[src/rtl/ad_read_write_master_if.sv]
// rtl/ad_read_write_master_if.sv - host request/response and multiplexed address/data bus signals
interface ad_read_write_master_if;
  logic        req_valid;
  logic        req_ready;
  logic        req_write;
  logic [31:0] req_addr;
  logic [15:0] req_wdata;
  logic        rsp_valid;
  logic [15:0] rsp_data;
  logic        rsp_timeout;
  logic [31:0] ad_out;
  logic        ad_oe;
  logic [31:0] ad_in;
  logic        ale;
  logic        read_n;
  logic        write_n;
  logic        ack;

  modport master (
    input  req_valid, req_write, req_addr, req_wdata, ad_in, ack,
    output req_ready, rsp_valid, rsp_data, rsp_timeout, ad_out, ad_oe, ale, read_n, write_n
  );

  modport slave (
    output req_valid, req_write, req_addr, req_wdata, ad_in, ack,
    input  req_ready, rsp_valid, rsp_data, rsp_timeout, ad_out, ad_oe, ale, read_n, write_n
  );
endinterface

[src/rtl/ad_read_write_master.sv]
// rtl/ad_read_write_master.sv - single-outstanding read/write master for a multiplexed address/data bus
// Bus strobes are decoded from state so an asynchronous reset releases the bus immediately.
module ad_read_write_master #(
  parameter int unsigned TIMEOUT = 15
) (
  input  logic                   clk,
  input  logic                   reset,
  ad_read_write_master_if.master bus
);

  typedef enum logic [2:0] {IDLE, ADDR, TURN, RWAIT, WDATA, DONE} state_t;

  localparam logic [7:0] LAST_WAIT = 8'(TIMEOUT - 1);

  state_t      state, state_nxt;
  logic [31:0] addr_q;
  logic [15:0] wdata_q;
  logic        write_q;
  logic [7:0]  wait_cnt;
  logic [15:0] rsp_data_q;
  logic        rsp_timeout_q;
  logic        last_wait;
  logic [15:0] ad_in_hi_unused;

  assign last_wait       = (wait_cnt == LAST_WAIT);
  assign ad_in_hi_unused = bus.ad_in[31:16];

  always_ff @(posedge clk or posedge reset) begin
    if (reset) begin
      state <= IDLE;
    end else begin
      state <= state_nxt;
    end
  end

  always_comb begin
    state_nxt = state;
    case (state)
      IDLE:         if (bus.req_valid) state_nxt = ADDR;
      ADDR:         state_nxt = write_q ? WDATA : TURN;
      TURN:         state_nxt = RWAIT;
      RWAIT, WDATA: if (bus.ack || last_wait) state_nxt = DONE;
      DONE:         state_nxt = IDLE;
      default:      state_nxt = IDLE;
    endcase
  end

  // Ack is checked before the timeout so an ack on the final wait cycle still succeeds.
  always_ff @(posedge clk or posedge reset) begin
    if (reset) begin
      addr_q        <= '0;
      wdata_q       <= '0;
      write_q       <= 1'b0;
      wait_cnt      <= '0;
      rsp_data_q    <= '0;
      rsp_timeout_q <= 1'b0;
    end else begin
      case (state)
        IDLE: begin
          wait_cnt <= '0;
          if (bus.req_valid) begin
            addr_q        <= bus.req_addr;
            wdata_q       <= bus.req_wdata;
            write_q       <= bus.req_write;
            rsp_data_q    <= '0;
            rsp_timeout_q <= 1'b0;
          end
        end
        RWAIT, WDATA: begin
          if (bus.ack) begin
            rsp_data_q    <= (state == RWAIT) ? bus.ad_in[15:0] : 16'h0000;
            rsp_timeout_q <= 1'b0;
          end else if (last_wait) begin
            rsp_data_q    <= '0;
            rsp_timeout_q <= 1'b1;
          end else begin
            wait_cnt <= wait_cnt + 8'd1;
          end
        end
        default: wait_cnt <= '0;
      endcase
    end
  end

  always_comb begin
    bus.req_ready   = 1'b0;
    bus.rsp_valid   = 1'b0;
    bus.ad_out      = '0;
    bus.ad_oe       = 1'b0;
    bus.ale         = 1'b0;
    bus.read_n      = 1'b1;
    bus.write_n     = 1'b1;
    bus.rsp_data    = rsp_data_q;
    bus.rsp_timeout = rsp_timeout_q;
    case (state)
      IDLE:  bus.req_ready = 1'b1;
      ADDR: begin
        bus.ad_out = addr_q;
        bus.ad_oe  = 1'b1;
        bus.ale    = 1'b1;
      end
      RWAIT: bus.read_n = 1'b0;
      WDATA: begin
        bus.ad_out  = {16'h0000, wdata_q};
        bus.ad_oe   = 1'b1;
        bus.write_n = 1'b0;
      end
      DONE:  bus.rsp_valid = 1'b1;
      default: ;
    endcase
  end

endmodule

[src/flat_wrapper.sv]
// flat-port wrapper written by rule: the top's interface ports become plain ports
module ad_read_write_master_flat 
#(
  parameter int unsigned TIMEOUT = 15
)
  (clk, reset, bus_req_valid, bus_req_write, bus_req_addr, bus_req_wdata, bus_ad_in, bus_ack, bus_req_ready, bus_rsp_valid, bus_rsp_data, bus_rsp_timeout, bus_ad_out, bus_ad_oe, bus_ale, bus_read_n, bus_write_n);
  ad_read_write_master_if bus_i ();
  input  logic clk;
  input  logic reset;
  input wire logic [$bits(bus_i.req_valid)-1:0] bus_req_valid;
  input wire logic [$bits(bus_i.req_write)-1:0] bus_req_write;
  input wire logic [$bits(bus_i.req_addr)-1:0] bus_req_addr;
  input wire logic [$bits(bus_i.req_wdata)-1:0] bus_req_wdata;
  input wire logic [$bits(bus_i.ad_in)-1:0] bus_ad_in;
  input wire logic [$bits(bus_i.ack)-1:0] bus_ack;
  output wire logic [$bits(bus_i.req_ready)-1:0] bus_req_ready;
  output wire logic [$bits(bus_i.rsp_valid)-1:0] bus_rsp_valid;
  output wire logic [$bits(bus_i.rsp_data)-1:0] bus_rsp_data;
  output wire logic [$bits(bus_i.rsp_timeout)-1:0] bus_rsp_timeout;
  output wire logic [$bits(bus_i.ad_out)-1:0] bus_ad_out;
  output wire logic [$bits(bus_i.ad_oe)-1:0] bus_ad_oe;
  output wire logic [$bits(bus_i.ale)-1:0] bus_ale;
  output wire logic [$bits(bus_i.read_n)-1:0] bus_read_n;
  output wire logic [$bits(bus_i.write_n)-1:0] bus_write_n;
  assign bus_i.req_valid = bus_req_valid;
  assign bus_i.req_write = bus_req_write;
  assign bus_i.req_addr = bus_req_addr;
  assign bus_i.req_wdata = bus_req_wdata;
  assign bus_i.ad_in = bus_ad_in;
  assign bus_i.ack = bus_ack;
  assign bus_req_ready = bus_i.req_ready;
  assign bus_rsp_valid = bus_i.rsp_valid;
  assign bus_rsp_data = bus_i.rsp_data;
  assign bus_rsp_timeout = bus_i.rsp_timeout;
  assign bus_ad_out = bus_i.ad_out;
  assign bus_ad_oe = bus_i.ad_oe;
  assign bus_ale = bus_i.ale;
  assign bus_read_n = bus_i.read_n;
  assign bus_write_n = bus_i.write_n;
  ad_read_write_master #(.TIMEOUT(TIMEOUT)) u_core (.clk(clk), .reset(reset), .bus(bus_i));
endmodule
[config.mk]
export PLATFORM = sky130hd
export DESIGN_NAME = ad_read_write_master_flat
export DESIGN_NICKNAME = d
export VERILOG_FILES = /design/src/rtl/ad_read_write_master_if.sv /design/src/rtl/ad_read_write_master.sv /design/src/flat_wrapper.sv
export SDC_FILE = /design/constraint.sdc
export NUM_CORES = 1
export LEC_CHECK = 0
export CAP_MARGIN = 20
export CORE_UTILIZATION = 44
export CTS_BUF_LIST = sky130_fd_sc_hd__clkbuf_8
export CTS_CLUSTER_DIAMETER = 100
export DETAILED_ROUTE_END_ITERATION = 6
export PLACE_DENSITY = 0.82
export SYNTH_ARGS = -nofsm -noshare
export SYNTH_HDL_FRONTEND = slang
export SYNTH_SLANG_ARGS = --single-unit
[constraint.sdc]
create_clock -name clk -period 3.2 [get_ports clk]
set_input_delay 0.48 -clock clk [delete_from_list [all_inputs] [get_ports clk]]
set_output_delay 0.48 -clock clk [all_outputs]
set_load 0.02 [all_outputs]
==> out/qor.txt <==
===============================================================================
Unrepaired setup endpoints after global routing                              no
Summed instance area of the synthesized netlist                      3415 sq um
Number of non-filler instances in the completed layout                      482
Placed Cells incl. Taps                                                     466
Most used DFF post-synth                                           sky130_fd_sc_hd__dfrtp_1
Die footprint                                                        8116 sq um
Result of the run                                                  finished clean
GRT met3 Usage                                                           8.799%
Number of buffers on the longest clock path                                   2
Total via count after detailed routing                                    2,499
Worst Tran Pin Value                                                  0.5782 ns
Clock transition at path regs                                           0.09 ns
Antenna violation net count after detailed routing                            0
Fraction of final layout cells sized beyond drive strength 1             21.15%
Leading post-synthesis cells by instance count                     sky130_fd_sc_hd__dfrtp_1 (77), sky130_fd_sc_hd__mux2_2 (43), sky130_fd_sc_hd__a22o_1 (26)
CP max FO                                                                    18
Crit-path max cell delay                                                0.65 ns
Effective utilization at floorplan                                       46.33%
Leakage power                                                       0.002031 uW
Final Cycle Share                                                        90.33%
Later-pin clock latency in the skew report                              0.34 ns
Total of endpoints with negative setup slack in the final report              0
# nets final                                                                465
Number of failing hold endpoints at the final stage                           0
Post-synth cell types                                                        40
Post-cts sizing count                                                         0
Initial antenna violation count                                               0
Count of TritonRoute iterations in the first routing pass                     4
Buffer cell driving the clock tree root                            sky130_fd_sc_hd__clkbuf_8
Std cell rows                                                                31
Number of global-route vias before repair                                 2,685
Power density normalized to cell area                              935.7 nW/um^2
WL per Instance                                                        16.01 um
Total congestion overflow after global routing                                0
Worst hold path class                                              input pin to async pin
Count of pins on the block boundary                                         140
Chain of cells forming the critical path                           nor3b_2 > buf_4 > a22o_1 > clkdlybuf4s50_1
Met1 track demand over resource                                          26.55%
Largest net degree at the start of global routing                            34
Highest clock frequency the design can meet                           346.0 MHz
Wire length reported by the detailed router                             7716 um
Number of buffers inserted by hold repair at cts                              0
Inserted Diodes                                                               0
First-pass GRT wire length                                            13,320 um
Largest voltage drop on the vdd net                                 0.0005486 V
Post-synthesis average cell area                                    13.34 sq um
CP endpoint kind                                                     output pin
Critical-path cell with the highest stage delay                    sky130_fd_sc_hd__clkdlybuf4s50_1
Register bit total from synthesis                                            77
Mapped Cells                                                                256
Die height                                                             90.09 um
Data arrival time at the worst-slack endpoint                           2.41 ns
Area Growth Syn to Fin                                                   43.97%
Post-synthesis cell type with the largest combined area            sky130_fd_sc_hd__dfrtp_1
Proportion of synthesized chip area in sequential cells                  56.43%
Number of buffers inserted to repair setup after CTS                          0
Port-buffer cells                                                           123
Tightest slew margin relative to the limit                               61.45%
DRC                                                                           0
Final Critical Period                                                  2.890 ns
Number of buffers created by CTS                                              9
Violation count after the first detailed-route iteration                    104
Fin Clk Skew                                                         0.01097 ns
Clock tree from TritonCTS                                                  done
Post-layout worst setup margin                                        0.3096 ns
Max Cap Viol                                                                  0
Required time of the critical path                                      2.72 ns
Number of nets in the synthesized netlist                                   343
Total number of clock tree sinks                                             77
Area of the core region                                              7370 sq um
Number of max-slew violations in the final report                             0
Post-synthesis async set-or-reset flop share                             100.0%
Cell types occupying the most area after synthesis                 sky130_fd_sc_hd__dfrtp_1 (56%), sky130_fd_sc_hd__mux2_2 (14%), sky130_fd_sc_hd__a22o_1 (6.7%)
Worst slack, placed                                                   0.7075 ns
HPWL Detailed                                                           5429 um
Warnings from Yosys                                                           0
Setup TNS after final layout                                               0 ns
Share of the synthesized area in the top cell type                       56.43%
Post-DR vias/cell                                                         5.185
GR Util All Layers                                                       20.89%
Horizontal die dimension                                               90.09 um
Category of the most critical setup path                           register to output pin
Met2 routing resource usage after global routing                         31.93%
Element type at the critical path start                                register
Placer's final routability congestion estimate                           0.7632
Post-synth EDFFs                                                              0
Most Used Layer, Global Route                                              met2
CTS H-tree lvls                                                               3
Count leader, synth                                                sky130_fd_sc_hd__dfrtp_1
===============================================================================
==> final timing paths <==
path | from | to | slack [ns] | cells past startpoint
min in group clk | u_core.wdata_q[6] | u_core.wdata_q[6] | 0.50 | 1
setup / recovery | u_core.state[1] | bus_ad_out[11] | 0.31 | 4
setup reg to reg | u_core.state[1] | u_core.addr_q[25] | 1.19 | 4
max in group asynchronous | reset | u_core.bus.rsp_data[15] | 1.93 | 3
hold reg to reg | u_core.wdata_q[6] | u_core.wdata_q[6] | 0.50 | 1
hold / removal | reset | u_core.addr_q[0] | 0.49 | 2
==> critical path: cells and delay by family, from the launching register on <==
family / cells / cell delay (ns)
and+or+nand+nor: 1 / 0.39
DFF: 1 / 0.53
AOI/OAI and AO/OA: 1 / 0.18
buffers and inverters: 2 / 0.97
==> final cells by class <==
type                            count  area (sq um)
Fill cell                         554          2454
Sequential cell                    77          1927
Multi-Input combinational cell    156          1354
Timing Repair Buffer              128          1281
Clock buffer                       10         137.6
Tap cell                           99         123.9
Clock inverter                      6         70.07
Inverter                            6         22.52
==> metal layers <==
metal / vias up / wire [um]
li1: 1169 / -
met1: 1217 / 3375
met5: - / 0
met4: 0 / 106
met3: 10 / 672
met2: 103 / 3561
==> cell families after synthesis <==
logic type	count (synthesis)	share of synthesized area, %
DFF	77	56.43
AOI/OAI and AO/OA	53	12.68
and+or+nand+nor	50	9.418
muxes	48	15.83
buffers and inverters	23	4.141
xor gates and xnor gates	3	0.7697
adders and majority gates	2	0.7328
==> state kept, by name, indices dropped and copies added (netlist names) <==
signal	cells
u_core.state	3
u_core.bus.rsp_data	16
u_core.addr_q	32
u_core.write_q	1
u_core.wdata_q	16
u_core.bus.rsp_timeout	1
u_core.wait_cnt	8
==> placed cells by master (no fill, tap or decap), types with 4 or more instances in the layout <==
master	n
sky130_fd_sc_hd__mux2_2	43
sky130_fd_sc_hd__dfrtp_1	77
sky130_fd_sc_hd__and2_1	17
sky130_fd_sc_hd__mux2_1	5
sky130_fd_sc_hd__buf_4	4
sky130_fd_sc_hd__clkbuf_8	10
sky130_fd_sc_hd__a21oi_1	6
sky130_fd_sc_hd__inv_1	4
sky130_fd_sc_hd__clkdlybuf4s50_1	123
sky130_fd_sc_hd__nand2_1	6
sky130_fd_sc_hd__a22o_1	26
sky130_fd_sc_hd__a22o_2	6
sky130_fd_sc_hd__nor2_1	8
==> through the flow <==
stage / power [uW] / utilization [%] / hold WS (ns) / instance area (sq um)
finish: 4600 / 66.71 / 0.4919 / 4916
floorplan: 3019 / - / 0.4585 / 3415
CTS: 4653 / 66.71 / 0.4945 / 4916
detailed placement: 3884 / 63.89 / 0.4805 / 4708
global placement: 3822 / 63.89 / 0.4685 / 4708
global route: 4890 / 66.71 / 0.5199 / 4916
==> power breakdown <==
part	switching [uW]	internal [uW]	leakage [uW]
registers	257	1410	0.000960
logic	1020	1160	0.000976
clock network	367	386	0.0000951
total	1640	2960	0.00203
(Power assumes the default switching activity.)
